<file path="src/rtl/cisc_seq_ctrl.sv">
// cisc_seq_ctrl: multi-cycle sequencer for the 8-bit CISC ALU datapath.
// It owns the register file and steps each accepted instruction through
// IDLE -> RD -> EX -> WB -> RESP, with valid/ready handshakes on both sides.
// Optional flag outputs (out_zero, out_carry) are built when the macro
// CISC_SEQ_FLAGS_EN is defined.
module cisc_seq_ctrl #(
  parameter  int DATA_W = 8,
  parameter  int NREGS  = 16,
  localparam int IDX_W  = $clog2(NREGS)
) (
  input  logic              clk,
  input  logic              rst_n,
  input  logic              in_valid,
  output logic              in_ready,
  input  logic [7:0]        in_opcode,
  input  logic [IDX_W-1:0]  in_rd,
  input  logic [IDX_W-1:0]  in_rs1,
  input  logic [IDX_W-1:0]  in_rs2,
  input  logic [DATA_W-1:0] in_imm,
  output logic              out_valid,
  input  logic              out_ready,
  output logic [DATA_W-1:0] out_result,
  output logic [IDX_W-1:0]  out_rd,
  output logic              out_illegal,
  output logic              busy
`ifdef CISC_SEQ_FLAGS_EN
  ,
  output logic              out_zero,
  output logic              out_carry
`endif
);

  typedef enum logic [2:0] {
    IDLE = 3'd0,
    RD   = 3'd1,
    EX   = 3'd2,
    WB   = 3'd3,
    RESP = 3'd4
  } state_t;

  localparam logic [7:0] OP_ADD = 8'h00;
  localparam logic [7:0] OP_SUB = 8'h01;
  localparam logic [7:0] OP_AND = 8'h02;
  localparam logic [7:0] OP_OR  = 8'h03;
  localparam logic [7:0] OP_XOR = 8'h04;
  localparam logic [7:0] OP_NOT = 8'h05;
  localparam logic [7:0] OP_LDI = 8'h06;
  localparam logic [7:0] OP_MOV = 8'h07;

  state_t state_reg, state_next;

  logic [7:0]        opc_reg;
  logic [IDX_W-1:0]  rd_reg, rs1_reg, rs2_reg;
  logic [DATA_W-1:0] imm_reg, opa_reg, opb_reg, alu_reg;
  logic              ill_reg;
  logic [DATA_W-1:0] alu_next;
  logic              ill_next;
  logic              wb_en;
  logic [DATA_W-1:0] regs [NREGS];

`ifdef CISC_SEQ_FLAGS_EN
  logic carry_reg, carry_next;
`endif

  assign in_ready = (state_reg == IDLE);
  assign busy     = (state_reg != IDLE);
  assign wb_en    = (state_reg == WB) && !ill_reg;

  // State register; an asynchronous reset aborts any instruction in flight.
  always_ff @(posedge clk or negedge rst_n) begin
    if (!rst_n) begin
      state_reg <= IDLE;
    end else begin
      state_reg <= state_next;
    end
  end

  // Next-state logic: fixed walk through the pipeline steps, waiting only
  // for an incoming instruction in IDLE and for the consumer in RESP.
  always_comb begin
    state_next = state_reg;
    case (state_reg)
      IDLE:    if (in_valid) state_next = RD;
      RD:      state_next = EX;
      EX:      state_next = WB;
      WB:      state_next = RESP;
      RESP:    if (out_ready) state_next = IDLE;
      default: state_next = IDLE;
    endcase
  end

  // ALU: combinational on the latched operands, captured at the end of EX.
  always_comb begin
    alu_next = '0;
    ill_next = 1'b0;
    case (opc_reg)
      OP_ADD:  alu_next = opa_reg + opb_reg;
      OP_SUB:  alu_next = opa_reg - opb_reg;
      OP_AND:  alu_next = opa_reg & opb_reg;
      OP_OR:   alu_next = opa_reg | opb_reg;
      OP_XOR:  alu_next = opa_reg ^ opb_reg;
      OP_NOT:  alu_next = ~opa_reg;
      OP_LDI:  alu_next = imm_reg;
      OP_MOV:  alu_next = opa_reg;
      default: ill_next = 1'b1;
    endcase
  end

`ifdef CISC_SEQ_FLAGS_EN
  // Carry out of an add shows up as a wrapped sum smaller than an operand;
  // borrow of a subtract is simply A < B.
  always_comb begin
    carry_next = 1'b0;
    if (opc_reg == OP_ADD) carry_next = (DATA_W'(opa_reg + opb_reg) < opa_reg);
    else if (opc_reg == OP_SUB) carry_next = (opa_reg < opb_reg);
  end
`endif

  // Datapath registers: instruction latch, operand fetch, ALU capture and
  // the result holding registers presented to the consumer.
  always_ff @(posedge clk or negedge rst_n) begin
    if (!rst_n) begin
      opc_reg     <= '0;
      rd_reg      <= '0;
      rs1_reg     <= '0;
      rs2_reg     <= '0;
      imm_reg     <= '0;
      opa_reg     <= '0;
      opb_reg     <= '0;
      alu_reg     <= '0;
      ill_reg     <= 1'b0;
      out_valid   <= 1'b0;
      out_result  <= '0;
      out_rd      <= '0;
      out_illegal <= 1'b0;
    end else begin
      case (state_reg)
        IDLE: begin
          if (in_valid) begin
            opc_reg <= in_opcode;
            rd_reg  <= in_rd;
            rs1_reg <= in_rs1;
            rs2_reg <= in_rs2;
            imm_reg <= in_imm;
          end
        end
        RD: begin
          opa_reg <= regs[rs1_reg];
          opb_reg <= regs[rs2_reg];
        end
        EX: begin
          alu_reg <= alu_next;
          ill_reg <= ill_next;
        end
        WB: begin
          out_result  <= alu_reg;
          out_rd      <= rd_reg;
          out_illegal <= ill_reg;
          out_valid   <= 1'b1;
        end
        RESP: begin
          if (out_ready) out_valid <= 1'b0;
        end
        default: ;
      endcase
    end
  end

`ifdef CISC_SEQ_FLAGS_EN
  // Flags travel with the result: carry captured in EX, both published in WB.
  always_ff @(posedge clk or negedge rst_n) begin
    if (!rst_n) begin
      carry_reg <= 1'b0;
      out_zero  <= 1'b0;
      out_carry <= 1'b0;
    end else begin
      if (state_reg == EX) carry_reg <= carry_next;
      if (state_reg == WB) begin
        out_zero  <= !ill_reg && (alu_reg == '0);
        out_carry <= carry_reg;
      end
    end
  end
`endif

  // Register file: one flop bank per entry so reset can clear every entry;
  // writes happen only in WB for legal opcodes.
  genvar gi;
  generate
    for (gi = 0; gi < NREGS; gi++) begin : g_reg
      logic [DATA_W-1:0] q;
      // Single register entry with its own write decode.
      always_ff @(posedge clk or negedge rst_n) begin
        if (!rst_n) begin
          q <= '0;
        end else if (wb_en && (rd_reg == IDX_W'(gi))) begin
          q <= alu_reg;
        end
      end
      assign regs[gi] = q;
    end
  endgenerate

endmodule

</file>
<file path="config.mk">
export PLATFORM = sky130hd
export DESIGN_NAME = cisc_seq_ctrl
export DESIGN_NICKNAME = d
export VERILOG_FILES = /design/src/rtl/cisc_seq_ctrl.sv
export SDC_FILE = /design/constraint.sdc
export NUM_CORES = 1
export LEC_CHECK = 0
export ABC_AREA = 1
export CAP_MARGIN = 30
export CORE_MARGIN = 5
export CORE_UTILIZATION = 60
export DETAILED_ROUTE_END_ITERATION = 6
export GPL_ROUTABILITY_DRIVEN = 1
export GPL_TIMING_DRIVEN = 0
export MAX_ROUTING_LAYER = met4
export PLACE_DENSITY = 0.9
export SLEW_MARGIN = 30
export SYNTH_ARGS = -nofsm -noshare
export SYNTH_HDL_FRONTEND = slang
export SYNTH_SLANG_ARGS = --single-unit
</file>
<file path="constraint.sdc">
create_clock -name clk -period 2.7 [get_ports clk]
set_input_delay 0.54 -clock clk [delete_from_list [all_inputs] [get_ports clk]]
set_output_delay 0.54 -clock clk [all_outputs]
set_load 0.02 [all_outputs]
</file>
# ---- Word level (Yosys, flattened, before mapping)
# Cells that the tools add are included.
dict set report word_totals {
  regBits 198
  in_bits 32
  output_inout_bits 16
  wordCells 108
}
dict set report op_classes {
  addsub 2
  bitwise 6
  n_lt_le_gt_ge 2
  muxes 13
  reduce_logical 27
  eq_ne 28
}
# cell n
set op_table {}
lappend op_table {{8-bit binary-select mux with 4-bit select} 2}
lappend op_table {{8-bit case mux with 8 select lines} 1}
lappend op_table {{4-bit == test, second input constant} 8}
lappend op_table {{8-bit by 3-bit == test with 1-bit output, second input constant} 4}
lappend op_table {{8-bit 2-to-1 mux} 4}
lappend op_table {{1-bit logical AND} 17}
lappend op_table {{4-bit by 3-bit == test with 1-bit output, second input constant} 4}
lappend op_table {{8-bit by 2-bit == test with 1-bit output, second input constant} 2}
lappend op_table {{3-bit case mux with 5 select lines} 1}
lappend op_table {{5-bit >= comparator, second input constant} 2}
lappend op_table {{4-bit NOT with 5-bit output} 2}
lappend op_table {{8-bit adder} 1}
lappend op_table {{8-bit bitwise AND} 1}
lappend op_table {{4-bit by 2-bit == test with 1-bit output, second input constant} 2}
lappend op_table {{8-bit by 1-bit == test with 1-bit output, second input constant} 1}
lappend op_table {{8-bit logical NOT} 1}
lappend op_table {{8-bit NOT} 1}
lappend op_table {{8-bit bitwise OR} 1}
lappend op_table {{8-bit OR reduction} 1}
lappend op_table {{8-bit subtractor} 1}
lappend op_table {{8-bit XOR} 1}
lappend op_table {{3-bit by 2-bit == test with 1-bit output, second input constant} 2}
lappend op_table {{3-bit 2-to-1 mux} 2}
lappend op_table {{2-bit AND reduction} 3}
lappend op_table {{other kinds (11)} 13}

# ---- Depth between registers and ports, before layout
dict set report depth {
  depth_word 4
  mapped_depth 18
  depth_no_buf 18
}

# ---- Worst setup path after synthesis
# No wires, ideal clock.
dict set report synth_path {
  kind {reg2reg}
  start {reg opc_reg[7]}
  end {reg alu_reg[3]}
  setup_time_ns 0.117
  period_less_slack_ns 2.505
  arrival_ns 2.388
  path_slack_ns 0.195
  stages_incl_launch_ff 15
  path_buffers 1
  path_cell_list {dfrtp_1 > inv_1 > nand2_1 > nor2_1 > clkbuf_1 > a21oi_1 > xor2_1 > ha_1 > a21oi_1 > nand2_1 > or2_2 > nand3_1 > nand3_1 > nand2_1 > nand2_1}
}
dict set report synth_via {
  elab_chain_len 2
  elab_cells_between_ends 9
  cone_classes {eq/ne: 7; mux: 1; reduce/logical: 1}
}
# item line_no
set synth_rtl {}
lappend synth_rtl {{start, declared} 52} ;# logic [7:0] opc_reg;
lappend synth_rtl {{start signal, assigned} 140} ;# opc_reg <= in_opcode;
lappend synth_rtl {{8-bit by 3-bit == test with 1-bit output, or another cell as far along} 96} ;# case (opc_reg)
lappend synth_rtl {{8-bit case mux with 8 select lines (*)} 96}
lappend synth_rtl {{end signal, assigned} 152} ;# alu_reg <= alu_next;
lappend synth_rtl {{end, declared} 54} ;# logic [DATA_W-1:0] imm_reg, opa_reg, opb_reg, alu_reg;
# Mark *: on every way between the ends. The rest lies on a longest branch, timed or not.
# A chain may end at the register's enable or synchronous reset.

# ---- Worst setup path in the final report
dict set report layout_path {
  start {reg rs2_reg[1]}
  end {reg opb_reg[1]}
}
dict set report layout_via {
  elab_chain_len 4
}
# item line_no
set layout_rtl {}
lappend layout_rtl {{start, declared} 53} ;# logic [IDX_W-1:0] rd_reg, rs1_reg, rs2_reg;
lappend layout_rtl {{start signal, assigned} 143} ;# rs2_reg <= in_rs2;
lappend layout_rtl {{4-bit NOT with 5-bit output (not written as such)} 149} ;# opb_reg <= regs[rs2_reg];
lappend layout_rtl {{8-bit binary-select mux with 4-bit select} 149}
lappend layout_rtl {{8-bit 2-to-1 mux (not written as such) (2 in a row)} 149}
lappend layout_rtl {{end signal, assigned} 149}
lappend layout_rtl {{end, declared} 54}
# Every way passes these cells. The select of a mux whose other input is x is not followed.

==> results_dict.tcl <==
set metrics [dict create \
    cts_made_buffers 17 \
    min_period_ns 2.605 \
    core-area_sq_um 17780 \
    htreeDepth 4 \
    clkPwrFrac_pct 21.0 \
    rsz0062_at_grt "true" \
    syn_avg_cell_area_sq_um 7.659 \
    peakVddDrop_v 0.0008078 \
    max_freq_mhz 383.9 \
    ant_nets 0 \
    synth_area_leader_cell "dfrtp_1" \
    antenna_found_initial 0 \
    seqPwrFrac_pct 29.6 \
    fin_crit_sh_pct 96.48 \
    hold_viol 0 \
    start_util_pct 60.52 \
    route.vias.total 10830 \
    syn_area_sq_um 10760 \
    postLayoutCoreUtil_pct 68.73 \
    clk_path_buf_depth 2 \
    most-common-layout-cells "384 x nand2_1, 198 x dfrtp_1, 134 x o21ai_0, 121 x nor2_1, 98 x o21ai_1" \
    dpl_cell_area_sq_um 11580 \
    status "finished, final reports clean" \
    layout.nets 1534 \
    final_area_sq_um 12220 \
    wirelength_um 41130 \
    top_register "g.q" \
    cap_violations 0 \
    dr.pass1.iters 6 \
    vias_per_cell 6.302 \
    die_w_um 143.9 \
    cp.required_ns 3.08 \
    routabilityCongestion 1.118 \
    slew_violations 0 \
    critPathKind "flip-flop to flip-flop" \
    crit_arrival_ns 2.99 \
    setup-violations-final 0 \
    ys_top_cells_by_area "dfrtp_1 46%, nand2_1 13%, o21ai_0 6.3%" \
    final_common_cell "nand2_1" \
    cts_root_buf "clkbuf_16" \
    switching_share_pct 48.04 \
    dieArea_sq_um 20710 \
    ys_ff_latch 198 \
    slew_headroom_pct 33.81 \
    final.setup.tns_ns 0 \
    grt.total_usage_pct 42.01 \
    drc_errors 0 \
    p_per_area_nw_per_um2 1026 \
    p_sw_mw 6.021 \
    synth-main-ff-cell "dfrtp_1" \
    wl_per_cell_um 23.94 \
    area_growth_pct 13.57 \
    yosysSeqAreaShare_pct 46.05 \
    synth_edf_count 0 \
    insertion_delay_ns 0.46 \
    min_path_type "flip-flop to flip-flop" \
    final_cells 1718 \
    syn-instance-count 1405 \
    crit_path_max_incr_delay_ns 0.65 \
    port_buffers 47 \
    finClkSkew_ns 0.01891 \
    ys_warn_count 0 \
    placementRows 49 \
    syn_nets 1462 \
    cts.sinks 198 \
    whs_ns 0.4883 \
    synthArstFlopShare_pct 100.0 \
    cts_tree "yes" \
    worst_setup_path_start_kind "flip-flop" \
    num_antenna_cells 0 \
    pwr-share-comb_pct 49.4 \
    path_clk_slew_ns 0.08 \
    yosys.area.top_type_share_pct 46.05 \
    worstMarginPinSlew_ns 0.9929 \
    grt_pass1_wl_um 62450 \
    crit_slowest_cell "clkbuf_1" \
    synth_cell_types 34 \
    grt_pass1_vias 10280 \
    largest_reg_flops 128 \
    internal_power_mw 6.513 \
    crit_chain "clkbuf_1 > clkbuf_1 > a211oi_1 > o21ai_0 > nand3_1 > nand2_1 > nand2_1 > nand2_1" \
    grt_max_degree 86 \
    hpwl_um 30160 \
    grt_overflow 0 \
    leakage_nw 5.475 \
    pin_count 48 \
    path_common_cell "nand2_1" \
    drtIter0Drc 1638 \
    die_h_um 143.9 \
    layout-drive-gt1-share_pct 5.910 \
    cp_max_fo 10 \
    dp.cells 1683 \
    endpoint_kind "flip-flop" \
]
-- Yosys cell counts, types with 14 or more instances --
library cell	number
o221ai_1	18
ha_1	24
o21ai_0	136
nand2_1	386
a211oi_1	16
nand3_1	57
nor2_1	123
buf_2	14
o21bai_1	28
inv_1	80
dfrtp_1	198
clkbuf_1	68
a21oi_1	79
o21ai_1	96
-- path summary, 6_finish.rpt --
| check | cells after the start | slack (ns) | to | startpoint |
|---|---|---|---|---|
| max | 8 | 0.09 | opb_reg[1] | rs2_reg[1] |
| min | 2 | 0.49 | alu_reg[0] | alu_reg[0] |
| max reg2reg | 8 | 0.09 | opb_reg[1] | rs2_reg[1] |
| min reg2reg | 2 | 0.49 | alu_reg[0] | alu_reg[0] |
| max in group asynchronous | 4 | 1.07 | g_reg[7].q[7] | rst_n |
| min in group asynchronous | 2 | 0.54 | g_reg[0].q[7] | rst_n |
-- metrics by stage --
step           setup slack, ns  power [mW]
6_report               0.09497       12.53
5_1_grt               -0.02447       13.13
4_1_cts                0.03513       12.27
3_5_place_dp           -0.4043       9.641
3_3_place_gp            -6.974       9.483
2_1_floorplan           0.1954       7.422
-- worst max-delay path: cells and delay by family (launching register included) --
family / cells / cell delay [ns]
compound gates: 2 / 0.62
buf+inv: 2 / 1.14
flops: 1 / 0.41
simple gates: 4 / 0.36
-- repair_timing --
action	4_1_cts	5_1_grt
setup buffers	0	3
endpoints found under the setup margin	6	5
endpoints found under the hold margin	32	0
gates cloned	0	0
hold buffers	1	0
pin swaps	0	4
resized for setup	5	7
-- area by class of cell --
| class | count | area [sq um] |
|---|---|---|
| Sequential cell | 198 | 4955 |
| Clock inverter | 13 | 158.9 |
| Inverter | 87 | 326.6 |
| Fill cell | 1455 | 5559 |
| Tap cell | 229 | 286.5 |
| Buffer | 85 | 344.1 |
| Multi-Input combinational cell | 1035 | 5157 |
| Timing Repair Buffer | 53 | 563.0 |
| Clock buffer | 18 | 429.2 |
-- routing by layer --
metal	vias up	global-route usage [%]	routed length (um)
met1	5128	54.39	15770
met4	0	18.73	2101
met3	153	9.850	4575
met5	-	-	0
li1	4821	-	-
met2	725	63.28	18690
-- cell families (layout without fill, tap and decap cells) --
| logic type | after synthesis | count (layout) | synth area share [%] |
|---|---|---|---|
| AND/OR/NAND/NOR | 597 | 597 | 22.70 |
| AO/OA/AOI/OAI | 398 | 398 | 20.71 |
| flip-flops | 198 | 198 | 46.05 |
| buffers and inverters | 172 | 256 | 6.163 |
| adder cells (fa/ha/maj) | 25 | 25 | 2.977 |
| multiplexers | 8 | 8 | 0.8372 |
| XOR/XNOR | 7 | 7 | 0.5698 |
-- power by group through the flow --
stage / clock [mW] / sequential [mW] / combinational (mW)
6_report: 2.63 / 3.71 / 6.20
5_1_grt: 2.74 / 3.75 / 6.63
4_1_cts: 2.62 / 3.70 / 5.95
3_5_place_dp: 0 / 3.75 / 5.89
3_3_place_gp: 0 / 3.72 / 5.76
2_1_floorplan: 0 / 3.68 / 3.74
Note: power is estimated with default switching activity, not from simulation.
